--- config.mk ---
export PLATFORM = sky130hd
export DESIGN_NAME = riscv_v_rf_scoreboard
export DESIGN_NICKNAME = d
export VERILOG_FILES = /design/src/rtl/riscv_v_rf_scoreboard.sv
export SDC_FILE = /design/constraint.sdc
export NUM_CORES = 1
export LEC_CHECK = 0
export BUFFER_PORTS_ARGS = -buffer_cell sky130_fd_sc_hd__buf_2
export CAP_MARGIN = 20
export CORE_ASPECT_RATIO = 0.7
export CORE_UTILIZATION = 50
export CTS_CLUSTER_SIZE = 14
export DETAILED_ROUTE_END_ITERATION = 16
export PLACE_DENSITY = 0.79
export SLEW_MARGIN = 40
export SYNTH_ARGS = -nofsm -noshare
export SYNTH_HDL_FRONTEND = slang
export SYNTH_SLANG_ARGS = --single-unit
--- constraint.sdc ---
create_clock -name clk -period 11 [get_ports clk]
set_input_delay 1.1 -clock clk [delete_from_list [all_inputs] [get_ports clk]]
set_output_delay 1.1 -clock clk [all_outputs]
set_load 0.03 [all_outputs]
--- src/rtl/riscv_v_rf_scoreboard.sv ---
// VRF/MRF write-hazard scoreboard: per-register pending-write counters, combinational ID stall, registered sb_empty.
// Optional RISCV_V_SB_WB_BYPASS_EN lets a single pending write retiring this cycle satisfy a RAW read.
module riscv_v_rf_scoreboard #(
    parameter int NUM_VREGS   = 32,
    parameter int NUM_MREGS   = 8,
    parameter int MAX_PENDING = 3,
    localparam int VA_W = $clog2(NUM_VREGS),
    localparam int MA_W = $clog2(NUM_MREGS),
    localparam int CW   = $clog2(MAX_PENDING + 1)
) (
    input  logic            clk,
    input  logic            rst,
    input  logic            stall,
    input  logic            flush,
    input  logic            issue_valid,
    input  logic [VA_W-1:0] issue_vs1,
    input  logic            issue_vs1_used,
    input  logic [VA_W-1:0] issue_vs2,
    input  logic            issue_vs2_used,
    input  logic [VA_W-1:0] issue_vd,
    input  logic            issue_vd_wr,
    input  logic            issue_vm_used,
    input  logic [MA_W-1:0] issue_vm,
    input  logic [MA_W-1:0] issue_md,
    input  logic            issue_md_wr,
    input  logic            wb_vd_wr,
    input  logic [VA_W-1:0] wb_vd,
    input  logic            wb_md_wr,
    input  logic [MA_W-1:0] wb_md,
    output logic            hazard_stall,
    output logic            issue_fire,
    output logic            sb_empty
);

    logic [CW-1:0] vcnt_q [NUM_VREGS];
    logic [CW-1:0] vcnt_d [NUM_VREGS];
    logic [CW-1:0] mcnt_q [NUM_MREGS];
    logic [CW-1:0] mcnt_d [NUM_MREGS];
    logic          sb_empty_q;
    logic          sb_empty_d;

    logic [CW-1:0] vs1_cnt, vs2_cnt, vd_cnt, vm_cnt, md_cnt;
    logic          vs1_byp, vs2_byp, vm_byp;
    logic          raw_hz, struct_hz;

    assign vs1_cnt = vcnt_q[issue_vs1];
    assign vs2_cnt = vcnt_q[issue_vs2];
    assign vd_cnt  = vcnt_q[issue_vd];
    assign vm_cnt  = mcnt_q[issue_vm];
    assign md_cnt  = mcnt_q[issue_md];

`ifdef RISCV_V_SB_WB_BYPASS_EN
    // Last outstanding write lands this cycle; the RF write-through read returns it.
    assign vs1_byp = wb_vd_wr && (wb_vd == issue_vs1) && (vs1_cnt == CW'(1));
    assign vs2_byp = wb_vd_wr && (wb_vd == issue_vs2) && (vs2_cnt == CW'(1));
    assign vm_byp  = wb_md_wr && (wb_md == issue_vm)  && (vm_cnt  == CW'(1));
`else
    assign vs1_byp = 1'b0;
    assign vs2_byp = 1'b0;
    assign vm_byp  = 1'b0;
`endif

    assign raw_hz = (issue_vs1_used && (vs1_cnt != '0) && !vs1_byp)
                  | (issue_vs2_used && (vs2_cnt != '0) && !vs2_byp)
                  | (issue_vm_used  && (vm_cnt  != '0) && !vm_byp);

    assign struct_hz = (issue_vd_wr && (vd_cnt == CW'(MAX_PENDING)))
                     | (issue_md_wr && (md_cnt == CW'(MAX_PENDING)));

    assign hazard_stall = issue_valid && (raw_hz || struct_hz);
    assign issue_fire   = issue_valid && !hazard_stall && !stall && !flush;
    assign sb_empty     = sb_empty_q;

    // WB decrements are not gated by stall; a decrement at zero is dropped rather than wrapping.
    always_comb begin
        logic inc, dec;
        sb_empty_d = 1'b1;
        for (int i = 0; i < NUM_VREGS; i++) begin
            inc = issue_fire && issue_vd_wr && (issue_vd == VA_W'(i));
            dec = wb_vd_wr && (wb_vd == VA_W'(i)) && (vcnt_q[i] != '0);
            vcnt_d[i] = vcnt_q[i];
            if (flush)             vcnt_d[i] = '0;
            else if (inc && !dec)  vcnt_d[i] = vcnt_q[i] + CW'(1);
            else if (dec && !inc)  vcnt_d[i] = vcnt_q[i] - CW'(1);
            if (vcnt_d[i] != '0)   sb_empty_d = 1'b0;
        end
        for (int j = 0; j < NUM_MREGS; j++) begin
            inc = issue_fire && issue_md_wr && (issue_md == MA_W'(j));
            dec = wb_md_wr && (wb_md == MA_W'(j)) && (mcnt_q[j] != '0);
            mcnt_d[j] = mcnt_q[j];
            if (flush)             mcnt_d[j] = '0;
            else if (inc && !dec)  mcnt_d[j] = mcnt_q[j] + CW'(1);
            else if (dec && !inc)  mcnt_d[j] = mcnt_q[j] - CW'(1);
            if (mcnt_d[j] != '0)   sb_empty_d = 1'b0;
        end
    end

    always_ff @(posedge clk or negedge rst) begin
        if (!rst) begin
            for (int i = 0; i < NUM_VREGS; i++) vcnt_q[i] <= '0;
            for (int j = 0; j < NUM_MREGS; j++) mcnt_q[j] <= '0;
            sb_empty_q <= 1'b1;
        end else begin
            for (int i = 0; i < NUM_VREGS; i++) vcnt_q[i] <= vcnt_d[i];
            for (int j = 0; j < NUM_MREGS; j++) mcnt_q[j] <= mcnt_d[j];
            sb_empty_q <= sb_empty_d;
        end
    end

`ifdef RISCV_V_SB_UNDERFLOW_CHK
    // A WB with nothing pending means the staged enables and the scoreboard disagree.
    always_ff @(posedge clk) begin
        if (rst && !flush && wb_vd_wr)
            assert (vcnt_q[wb_vd] != '0) else $error("VRF scoreboard underflow on v%0d", wb_vd);
        if (rst && !flush && wb_md_wr)
            assert (mcnt_q[wb_md] != '0) else $error("MRF scoreboard underflow on m%0d", wb_md);
    end
`endif

endmodule

==> results.toml <==
[sta]
post-route-min-period_ns = 5.38
final.setup.tns_ns = 0
max_slew.worst_pin.slew_ns = 0.820
relSlewSlack_pct = 44.6
hold_ws_ns = 0.588
finalMaxSlewViolations = 0
endpoints_failing_hold = 0
worst_clock_skew_ns = 0.00797
max_freq_mhz = 186
setup-violations-final = 0
layout_worst_path_cycle_share_pct = 48.9
grt_setup_unrepaired = "false"

[final_layout]
finalCoreUtilization_pct = 55.8
finish.instance_area_um2 = 8780
nNetsFinal = 1094
post_route_cells_drive_above_1_share_pct = 11.5
area.growth.synth_to_final_pct = 7.29
antenna_cells = 0

[power]
power.density_nw_per_um2 = 83.2
power_leakage_nw = 3.25
peakVddDrop_mv = 0.0705

[placement]
buffer_ports.inserted = 43
place_area_um2 = 8460
place_hpwl_um = 20600
finalWeightedCongestion = 1.04

[cts]
worst_skew_pair.late_latency_ns = 0.36
clkSinkCount = 81
cts_resized = 0
cts.hold.buffers_added = 0
cts_tree = "done"
ctsHtreeMaxLevel = 3
cts.repair_timing.setup_buffer_count = 0
cts.path.max_buffers = 2
cts.reportedPaths.clkPinSlew_ns = 0.07
tritoncts.num_buffers = 9
clock-root-buffer = "clkbuf_16"

[status]
run_status = "complete, no violations"

[critical_path]
ff2ff_setup_slack_ns = 6.41
cp-end-kind = "flip-flop"
r2r_path_start = "mcnt_q[11]"
timing.rr.end = "sb_empty"
cp-start-kind = "input pin"
setup.worst_path.end = "sb_empty"
startpoint = "issue_vd[1]"
worst_path_max_fanout = 39
worst-endpoint-required_ns = 11.30
reg2regPathDepth = 13
criticalPathCategory = "input pin to flip-flop"
cp_data_arrival_time_ns = 5.67

[synthesis]
synthCells = 1010
mappedNetlistNets = 1091
sequential_share_of_the_synthesized_area_pct = 24.8
main_combinational_cell_family_by_area_after_synthesis = "simple AND/OR/NAND/NOR gates"
post_synth_edffs = 0
synth_compound_gate_area_share_pct = 15.2
ys_async_sr_fraction_pct = 100
synth_xor_area_share_pct = 7.70
synthesis.area_um2 = 8190
yosys_most_used_dff = "dfrtp_1"
avgSynthCellArea_um2 = 8.10
distinct_cell_type_count_of_the_synthesized_netlist = 77
ys_warn_count = 0
synth.mux.area_fraction_pct = 5.00
synth_adder_area_share_pct = 7.83
synth_seq_cells = 81
synth_simple_gate_area_share_pct = 31.7

[global_routing]
grt_usage_pct = 32.9
grt.overflow.total = 0
antenna_found_initial = 1
wire_length_of_the_first_global_routing_pass_um = 41800
pin_count_of_the_biggest_net_entering_global_routing = 61
grt_pass1_vias = 7336

[routing]
sum_of_routed_wire_length_over_all_layers_um = 26900
detailroute.via_count = 8136
via_density_per_instance = 6.57
count_of_antenna_violating_nets_left_after_detailed_routing = 0
detail_route.drc_violations = 0
wire_per_inst_um = 21.7
detailedRoute.firstPassIterationCount = 6
drt_iter0_drc = 965

[floorplan]
core.rowCount = 38
dieArea_um2 = 16900
die_height_um = 109
boundaryPins = 44
placeableCoreArea_um2 = 15700
floorplan.initialDensity_pct = 52.0
dieWidth_um = 155

[flow_run]
max_capacitance_violation_total = 0

[min_path]
min_path_type = "flip-flop to flip-flop"
min_path_cells = 2
hp-start = "mcnt_q[15]"
cell usage after synthesis (all sizes together) (11+ instances only):
cell type	number	area, um^2
inv	95	357
nor2	90	338
or2	11	68.8
maj3	14	140
or3	30	193
a31oi	19	119
mux2i	15	150
nand4	18	113
a21oi	33	165
nor4	33	318
xnor2	57	507
nand2b	17	106
or4	17	131
o21ai	29	145
nand4b	12	105
nand3	43	215
and3	12	75.1
and2	31	194
buf	32	180
a22o	11	96.3
nand2	55	206
clkbuf	26	98.8
nor3	45	230
ha	40	500
dfrtp	80	2000
registers in the layout, indices dropped and copies added, names as in the netlist:
| signal | cells |
|---|---|
| vcnt_q | 64 |
| mcnt_q | 16 |
| sb_empty | 1 |
stage by stage:
stage | total power, mW | setup slack, ns | std cells
after floorplan | 0.368 | 6.58 | 1010
after global placement | 0.403 | 5.58 | 1222
after detailed placement | 0.403 | 5.52 | 1222
after CTS | 0.729 | 5.88 | 1238
after global routing | 0.748 | 5.37 | 1238
final | 0.730 | 5.62 | 1238
power by group:
group          internal [mW]  switching [mW]
combinational         0.0263          0.0763
clock                  0.181           0.148
sequential             0.299        0.000563
total                  0.506           0.225
cell families (layout without fill, tap and decap cells):
kind of cell,count (synthesis),count (layout)
AOI/OAI and AO/OA,175,175
xor gates and xnor gates,68,68
adders and majority gates,54,54
buffers and inverters,153,161
DFF,81,81
muxes,28,28
and+or+nand+nor,451,451
cell usage in the layout, fill, tap and decap left out, drive strengths merged, types with 6 or more instances in the layout:
cell / instances
mux4: 10
a22o: 11
maj3: 14
a31oi: 19
a2111oi: 6
nand2b: 17
o211ai: 7
nor2: 90
nor4: 33
or2: 11
xor2: 9
buf: 50
o21a: 6
nor4b: 7
and2: 31
nand4b: 12
inv: 98
nand3: 43
o31ai: 8
ha: 40
and3: 12
nand4: 18
o21ai: 29
or4: 17
a21oi: 33
mux2i: 15
nor3: 45
clkbuf: 9
dfrtp: 80
nor2b: 8
nand2: 55
nor3b: 9
o311ai: 6
or3: 30
xnor2: 57
cell type report:
| cell class | count | area (um^2) |
|---|---|---|
| clock buffer | 9 | 225 |
| clock inverter | 7 | 86.3 |
| multi-input combinational | 776 | 5540 |
| fill | 1463 | 6960 |
| inverter | 95 | 357 |
| sequential | 81 | 2030 |
| tap | 220 | 275 |
| timing repair buffer | 50 | 274 |
worst max-delay path, cell delays in order:
cell and delay, ns:
buf_2 0.53, or2_2 0.26, o311ai_1 0.08, o311ai_1 0.35
o22ai_1 0.17, or3_4 0.62, nor4_2 0.57, xor2_1 0.19
a211o_1 0.35, a211o_1 0.30, nor4_1 0.47, o2111ai_1 0.33
and4b_1 0.33
per-layer routing:
layer,wire length (um),part of all wire (%),GRT usage (%),up-vias
met4,785,2.9,11.2,0
li1,-,-,-,3682
met3,3650,14,9.66,57
met2,10700,40,45.7,517
met5,0,0,0,-
met1,11800,44,48.0,3880
worst min path at each step:
| stage | endpoint | slack [ns] |
|---|---|---|
| after floorplan | mcnt_q[5] | 0.53 |
| after global placement | mcnt_q[5] | 0.57 |
| after detailed placement | mcnt_q[15] | 0.58 |
| after CTS | mcnt_q[15] | 0.59 |
| after global routing | mcnt_q[15] | 0.61 |
| final | mcnt_q[15] | 0.59 |
Power figures use the tool's default switching activity.
